$ cat config.mk
export PLATFORM = sky130hd
export DESIGN_NAME = pipe_ctrl
export DESIGN_NICKNAME = d
export VERILOG_FILES = /design/src/rtl/pipe_ctrl_pkg.sv /design/src/rtl/pipe_perf_counter.sv /design/src/rtl/pipe_ctrl.sv
export SDC_FILE = /design/constraint.sdc
export NUM_CORES = 1
export LEC_CHECK = 0
export CAP_MARGIN = 0
export CORE_AREA = 2 2 39 41
export DETAILED_ROUTE_END_ITERATION = 10
export DIE_AREA = 0 0 41 43
export DONT_BUFFER_PORTS = 1
export SLEW_MARGIN = 20
export SYNTH_ARGS = -nofsm -noshare
export SYNTH_HDL_FRONTEND = slang
export SYNTH_SLANG_ARGS = --single-unit
$ cat constraint.sdc
create_clock -name clk -period 1.8 [get_ports clk]
set_input_delay 0.36 -clock clk [delete_from_list [all_inputs] [get_ports clk]]
set_output_delay 0.36 -clock clk [all_outputs]
set_load 0.005 [all_outputs]
$ cat src/rtl/pipe_ctrl_pkg.sv
// pipe_ctrl_pkg: shared types and constants for the pipeline hazard/stall controller.
// State encoding, default register-address width and the enable/flush bundle
// driven to the PC and the four segment registers.
package pipe_ctrl_pkg;

    localparam int REG_ADDR_W_DEF = 5;

    typedef enum logic [1:0] {
        START    = 2'd0,
        RUN      = 2'd1,
        MEM_WAIT = 2'd2,
        ERR      = 2'd3
    } state_t;

    // Enable/flush bundle; flush dominates enable inside each segment register.
    typedef struct packed {
        logic pc_en;
        logic if_id_en;
        logic id_ex_en;
        logic ex_mem_en;
        logic mem_wb_en;
        logic if_id_flush;
        logic id_ex_flush;
        logic ex_mem_flush;
        logic mem_wb_flush;
    } ctrl_t;

    // Build a bundle from an enable vector {pc,if_id,id_ex,ex_mem,mem_wb}
    // and a flush vector {if_id,id_ex,ex_mem,mem_wb}.
    function automatic ctrl_t make_ctrl(input logic [4:0] en, input logic [3:0] fl);
        ctrl_t c;
        c = ctrl_t'({en, fl});
        return c;
    endfunction

    // Everything held, everything bubbled: the cold-start pattern.
    localparam ctrl_t CTRL_START  = ctrl_t'(9'b00000_1111);
    // Front of the pipe frozen while MEM waits; a bubble is clocked into MEM/WB.
    localparam ctrl_t CTRL_STALL  = ctrl_t'(9'b00001_0001);
    // Redirect: keep fetching the new path, squash the two younger instructions.
    localparam ctrl_t CTRL_REDIR  = ctrl_t'(9'b11111_1100);
    // Load-use: hold PC and IF/ID, inject one bubble into ID/EX.
    localparam ctrl_t CTRL_LDUSE  = ctrl_t'(9'b00111_0100);
    // Normal flow.
    localparam ctrl_t CTRL_RUN    = ctrl_t'(9'b11111_0000);
    // Timeout: freeze everything, no bubbles.
    localparam ctrl_t CTRL_ERR    = ctrl_t'(9'b00000_0000);

endpackage

$ cat src/rtl/pipe_perf_counter.sv
// pipe_perf_counter: saturating event counter, cleared only by the async reset.
module pipe_perf_counter #(
    parameter int W = 32
) (
    input  logic         clk,
    input  logic         rst,
    input  logic         inc,
    output logic [W-1:0] count
);

    logic [W-1:0] count_r;

    // Count increment events, sticking at all-ones.
    always_ff @(posedge clk or negedge rst) begin
        if (!rst) begin
            count_r <= {W{1'b0}};
        end else if (inc && (count_r != {W{1'b1}})) begin
            count_r <= count_r + {{(W-1){1'b0}}, 1'b1};
        end else begin
            count_r <= count_r;
        end
    end

    assign count = count_r;

endmodule

$ cat src/rtl/pipe_ctrl.sv
// pipe_ctrl: hazard and stall controller for the five-stage pipeline.
// Drives PC / IF-ID / ID-EX / EX-MEM / MEM-WB enable and flush controls for
// load-use stalls, redirect flushes and data-memory waits, and latches a
// memory-timeout error. Outputs are Mealy functions of state and inputs.
// Optional feature macro: PIPE_CTRL_PERF_EN adds stall_cnt / flush_cnt.
module pipe_ctrl
    import pipe_ctrl_pkg::*;
#(
    parameter int REG_ADDR_W = REG_ADDR_W_DEF,
    parameter int WAIT_MAX   = 15,
    parameter int CNT_W      = 32
) (
    input  logic                  clk,
    input  logic                  rst,
    input  logic [REG_ADDR_W-1:0] id_rs1,
    input  logic [REG_ADDR_W-1:0] id_rs2,
    input  logic                  id_rs1_used,
    input  logic                  id_rs2_used,
    input  logic [REG_ADDR_W-1:0] ex_rd,
    input  logic                  ex_mem_read,
    input  logic                  ex_redirect,
    input  logic                  mem_req,
    input  logic                  mem_ready,
    output logic                  pc_en,
    output logic                  if_id_en,
    output logic                  id_ex_en,
    output logic                  ex_mem_en,
    output logic                  mem_wb_en,
    output logic                  if_id_flush,
    output logic                  id_ex_flush,
    output logic                  ex_mem_flush,
    output logic                  mem_wb_flush,
    output logic                  timeout_err
`ifdef PIPE_CTRL_PERF_EN
    ,
    output logic [CNT_W-1:0]      stall_cnt,
    output logic [CNT_W-1:0]      flush_cnt
`endif
);

    localparam int WAIT_W = $clog2(WAIT_MAX + 1);
    localparam logic [WAIT_W-1:0] WAIT_LIMIT = WAIT_W'(WAIT_MAX);

    state_t            state_r;
    state_t            state_nxt_s;
    logic [WAIT_W-1:0] wait_cnt_r;
    logic [WAIT_W-1:0] wait_cnt_nxt_s;
    logic              lu_s;
    logic              ms_s;
    ctrl_t             run_ctrl_s;
    ctrl_t             ctrl_s;

    // Hazard detection: load-use against the ID sources, and a memory not ready.
    always_comb begin
        lu_s = ex_mem_read && (ex_rd != {REG_ADDR_W{1'b0}}) &&
               ((id_rs1_used && (id_rs1 == ex_rd)) ||
                (id_rs2_used && (id_rs2 == ex_rd)));
        ms_s = mem_req && !mem_ready;
    end

    // Priority rules for a running pipeline: memory stall, redirect, load-use, normal.
    always_comb begin
        run_ctrl_s = CTRL_RUN;
        if (ms_s) begin
            run_ctrl_s = CTRL_STALL;
        end else if (ex_redirect) begin
            // A simultaneous load-use is moot: its consumer is being squashed.
            run_ctrl_s = CTRL_REDIR;
        end else if (lu_s) begin
            run_ctrl_s = CTRL_LDUSE;
        end else begin
            run_ctrl_s = CTRL_RUN;
        end
    end

    // Next-state, wait counter and output selection.
    always_comb begin
        state_nxt_s    = state_r;
        wait_cnt_nxt_s = wait_cnt_r;
        ctrl_s         = CTRL_START;
        case (state_r)
            START: begin
                ctrl_s         = CTRL_START;
                state_nxt_s    = RUN;
                wait_cnt_nxt_s = {WAIT_W{1'b0}};
            end
            RUN: begin
                ctrl_s = run_ctrl_s;
                if (ms_s) begin
                    state_nxt_s    = MEM_WAIT;
                    wait_cnt_nxt_s = {WAIT_W{1'b0}};
                end else begin
                    state_nxt_s = RUN;
                end
            end
            MEM_WAIT: begin
                if (mem_ready) begin
                    // Completion cycle behaves as a normal RUN cycle.
                    ctrl_s      = run_ctrl_s;
                    state_nxt_s = RUN;
                end else begin
                    ctrl_s = CTRL_STALL;
                    if (wait_cnt_r != WAIT_LIMIT) begin
                        wait_cnt_nxt_s = wait_cnt_r + {{(WAIT_W-1){1'b0}}, 1'b1};
                    end else begin
                        wait_cnt_nxt_s = wait_cnt_r;
                    end
                    if (wait_cnt_nxt_s == WAIT_LIMIT) begin
                        state_nxt_s = ERR;
                    end else begin
                        state_nxt_s = MEM_WAIT;
                    end
                end
            end
            ERR: begin
                ctrl_s      = CTRL_ERR;
                state_nxt_s = ERR;
            end
            default: begin
                ctrl_s         = CTRL_START;
                state_nxt_s    = START;
                wait_cnt_nxt_s = {WAIT_W{1'b0}};
            end
        endcase
    end

    // State and wait-counter registers; reset parks the block in START.
    always_ff @(posedge clk or negedge rst) begin
        if (!rst) begin
            state_r    <= START;
            wait_cnt_r <= {WAIT_W{1'b0}};
        end else begin
            state_r    <= state_nxt_s;
            wait_cnt_r <= wait_cnt_nxt_s;
        end
    end

    assign pc_en        = ctrl_s.pc_en;
    assign if_id_en     = ctrl_s.if_id_en;
    assign id_ex_en     = ctrl_s.id_ex_en;
    assign ex_mem_en    = ctrl_s.ex_mem_en;
    assign mem_wb_en    = ctrl_s.mem_wb_en;
    assign if_id_flush  = ctrl_s.if_id_flush;
    assign id_ex_flush  = ctrl_s.id_ex_flush;
    assign ex_mem_flush = ctrl_s.ex_mem_flush;
    assign mem_wb_flush = ctrl_s.mem_wb_flush;
    assign timeout_err  = (state_r == ERR);

`ifdef PIPE_CTRL_PERF_EN
    logic stall_inc_s;
    logic flush_inc_s;

    // Event strobes: front-end held, or a redirect actually flushing.
    always_comb begin
        stall_inc_s = ((state_r == RUN) || (state_r == MEM_WAIT)) && !ctrl_s.pc_en;
        flush_inc_s = ((state_r == RUN) || ((state_r == MEM_WAIT) && mem_ready)) &&
                      !ms_s && ex_redirect;
    end

    pipe_perf_counter #(.W(CNT_W)) u_stall_cnt (
        .clk   (clk),
        .rst   (rst),
        .inc   (stall_inc_s),
        .count (stall_cnt)
    );

    pipe_perf_counter #(.W(CNT_W)) u_flush_cnt (
        .clk   (clk),
        .rst   (rst),
        .inc   (flush_inc_s),
        .count (flush_cnt)
    );
`endif

endmodule

==> flow_summary.json <==
{
  "ys_seq_area_frac": 0.245,
  "port_buffers": 0,
  "hold_violations": 0,
  "path_buf_inv": 1,
  "core-area_um2": 1380,
  "finalClockSkew_ps": 1.02,
  "startpoint_type": "register",
  "dieArea_um2": 1760,
  "yosys_warnings": 0,
  "grt_pass1_wl_mm": 2.13,
  "synthesis.area_um2": 613,
  "ys_top_cells_by_count": "xnor2_1, nor2_1, dfrtp_1, ha_1",
  "rsz0062_at_grt": "yes",
  "drt_iter0_markers": 8,
  "via_count": 569,
  "cp.arrival_ps": 1690,
  "htree_levels": 1,
  "rows": 14,
  "syn_nets": 102,
  "synthArstFlopShare": 1.00,
  "synth-seq-cells": 6,
  "antenna_found_initial": 0,
  "ctsLongestPathBuffers": 2,
  "cts_buffers": 3,
  "clk_pin_slew_ps": 50,
  "fmax_ghz": 0.488,
  "leakagePower_nw": 0.335,
  "die_y_um": 43,
  "yosys.area.top_type_share": 0.245,
  "clock_latency_ps": 250,
  "synth_compound_area_frac": 0.165,
  "holdWs_ps": 322,
  "dp_cells": 94,
  "final_area_um2": 783,
  "muxShareOfSynthArea": 0.0510,
  "gp_congestion": 0.762,
  "final_antenna_net_count": 0,
  "syn_avg_cell_area_um2": 8.40,
  "period_minus_slack_ps": 2050,
  "tightest_slew_ps": 348,
  "place_area_um2": 676,
  "dpl.hpwl_mm": 1.06,
  "violations": "setup timing",
  "insertedDiodeCount": 0,
  "p_per_area_nw_per_um2": 1320,
  "first_global_vias": 538,
  "drc": 0,
  "synth_edf_count": 0,
  "vias_per_cell": 5.58,
  "pin_count": 33,
  "routed_wl_mm": 1.39,
  "synth_xor_area_frac": 0.143,
  "yosysUniqueCellTypes": 30,
  "cp_cell_sequence": "inv_2 > ha_2 > o21a_1 > or2_1 > a21o_2 > a21o_1",
  "die_w_um": 41,
  "cp.required_ps": 1440,
  "crit_type": "reg2out",
  "cts_root_buffer": "clkbuf_4",
  "track_usage": 0.178,
  "synth_top_area_cell": "dfrtp_1",
  "worstHoldPathType": "in2reg",
  "start_util": 0.443,
  "critPathMaxFanout": 3,
  "cp_top_family": "compound AO/OA/AOI/OAI gates",
  "synth_area_leaders": "dfrtp_1, xnor2_1, ha_1",
  "fin_ws_ps": -251,
  "netlist_instances": 73,
  "period_share": 1.14,
  "yosys.area_share.simple": 0.224,
  "drive_gt1_frac": 0.314,
  "grt-ovfl-total": 0,
  "ir_drop_uv": 786,
  "cts.sinks": 6,
  "timing.slew.headroom": 0.768,
  "outcome": "finished, violations left",
  "grt_max_degree": 8,
  "final-setup-viol-count": 9,
  "final_nets": 117,
  "ys.flop_type": "dfrtp_1",
  "synth_top_family_by_area": "simple AND/OR/NAND/NOR gates",
  "slowest_delay_ps": 400,
  "critical_path.slowest_cell": "dfrtp_1",
  "syn_to_final_growth_pct": 27.8,
  "crit_path_end_kind": "output pin",
  "synthAdderAreaFrac": 0.122,
  "cts_tree": "done",
  "drv_slew": 0,
  "instances_no_fill": 102,
  "drt_pass1_iterations": 4,
  "drv_cap": 0,
  "dp_slack_ps": -23.2,
  "yosysMostFrequentCell": "xnor2_1",
  "wl_per_cell_um": 13.6
}
state kept, by name, summed over array words and instances, names as in the netlist:
| signal | count |
|---|---|
| state_r | 2 |
| wait_cnt_r | 4 |
final cells by class:
class / instances / area (µm²)
Clock buffer: 3 / 22.5
Fill cell: 141 / 601
Inverter: 4 / 15.0
Multi-Input combinational cell: 61 / 475
Sequential cell: 6 / 150
Tap cell: 16 / 20.0
Timing Repair Buffer: 12 / 100
logic make-up (layout without fill, tap and decap cells):
logic type               Yosys count  in the layout
AO/OA/AOI/OAI                     16             16
XOR/XNOR                          10             10
adder cells (fa/ha/maj)            6              6
buffers and inverters              6             19
flip-flops                         6              6
multiplexers                       3              3
AND/OR/NAND/NOR                   26             26
layer usage:
layer	global-route usage	vias up	wire length, µm
met2	0.278	38	690
met4	0.0400	0	21
met1	0.205	245	537
li1	-	280	-
met3	0.0995	6	140
met5	0	-	0
per-stage QoR:
stage | power [W] | setup TNS (ps) | util
global placement | 0.000727 | 0 | 0.488
global route | 0.00111 | -1970 | 0.566
floorplan | 0.000590 | -5.12 | -
detailed placement | 0.000735 | -23.2 | 0.488
finish | 0.00103 | -1300 | 0.566
CTS | 0.000919 | -604 | 0.529
final timing paths:
check,start,endpoint,slack [ps],cells past startpoint
worst max-delay path,state_r[0],id_ex_flush,-250,6
worst min register to register,wait_cnt_r[1],wait_cnt_r[1],620,1
min in group asynchronous,rst,wait_cnt_r[0],430,1
max in group asynchronous,rst,state_r[1],1130,1
worst min-delay path,mem_ready,state_r[1],320,3
worst max register to register,state_r[0],wait_cnt_r[1],-40,8
layout by cell type, fill, tap and decap left out, types with 2 or more instances in the layout:
| cell | netlist | final |
|---|---|---|
| a21oi_1 | 4 | 4 |
| buf_4 | 2 | 9 |
| buf_6 | 0 | 2 |
| clkbuf_4 | 0 | 3 |
| dfrtp_1 | 6 | 6 |
| ha_1 | 6 | 4 |
| ha_2 | 0 | 2 |
| inv_1 | 4 | 2 |
| inv_2 | 0 | 2 |
| mux2i_1 | 2 | 2 |
| nand2_1 | 3 | 3 |
| nand2b_1 | 3 | 3 |
| nand3_1 | 2 | 2 |
| nand4_1 | 2 | 2 |
| nor2_1 | 8 | 6 |
| o21ai_0 | 3 | 3 |
| o22ai_1 | 2 | 2 |
| xnor2_1 | 10 | 10 |
power breakdown:
part	internal, W	switching, W
clock	0.0000758	0.0000533
sequential	0.000163	0.0000322
combinational	0.000381	0.000326
tightest hold or removal path, cell delays in order:
cell	delay (ps)
nor2_1	30
nor2_1	80
nor2_1	50
repair_timing:
item | 4_1_cts | 5_1_grt
setup buffers | 2 | 2
hold endpoints to repair | 6 | 0
endpoints found under the setup margin | 7 | 8
resized for setup | 5 | 8
pin swaps | 1 | 3
hold buffers | 1 | 0
Power figures use the tool's default switching activity.
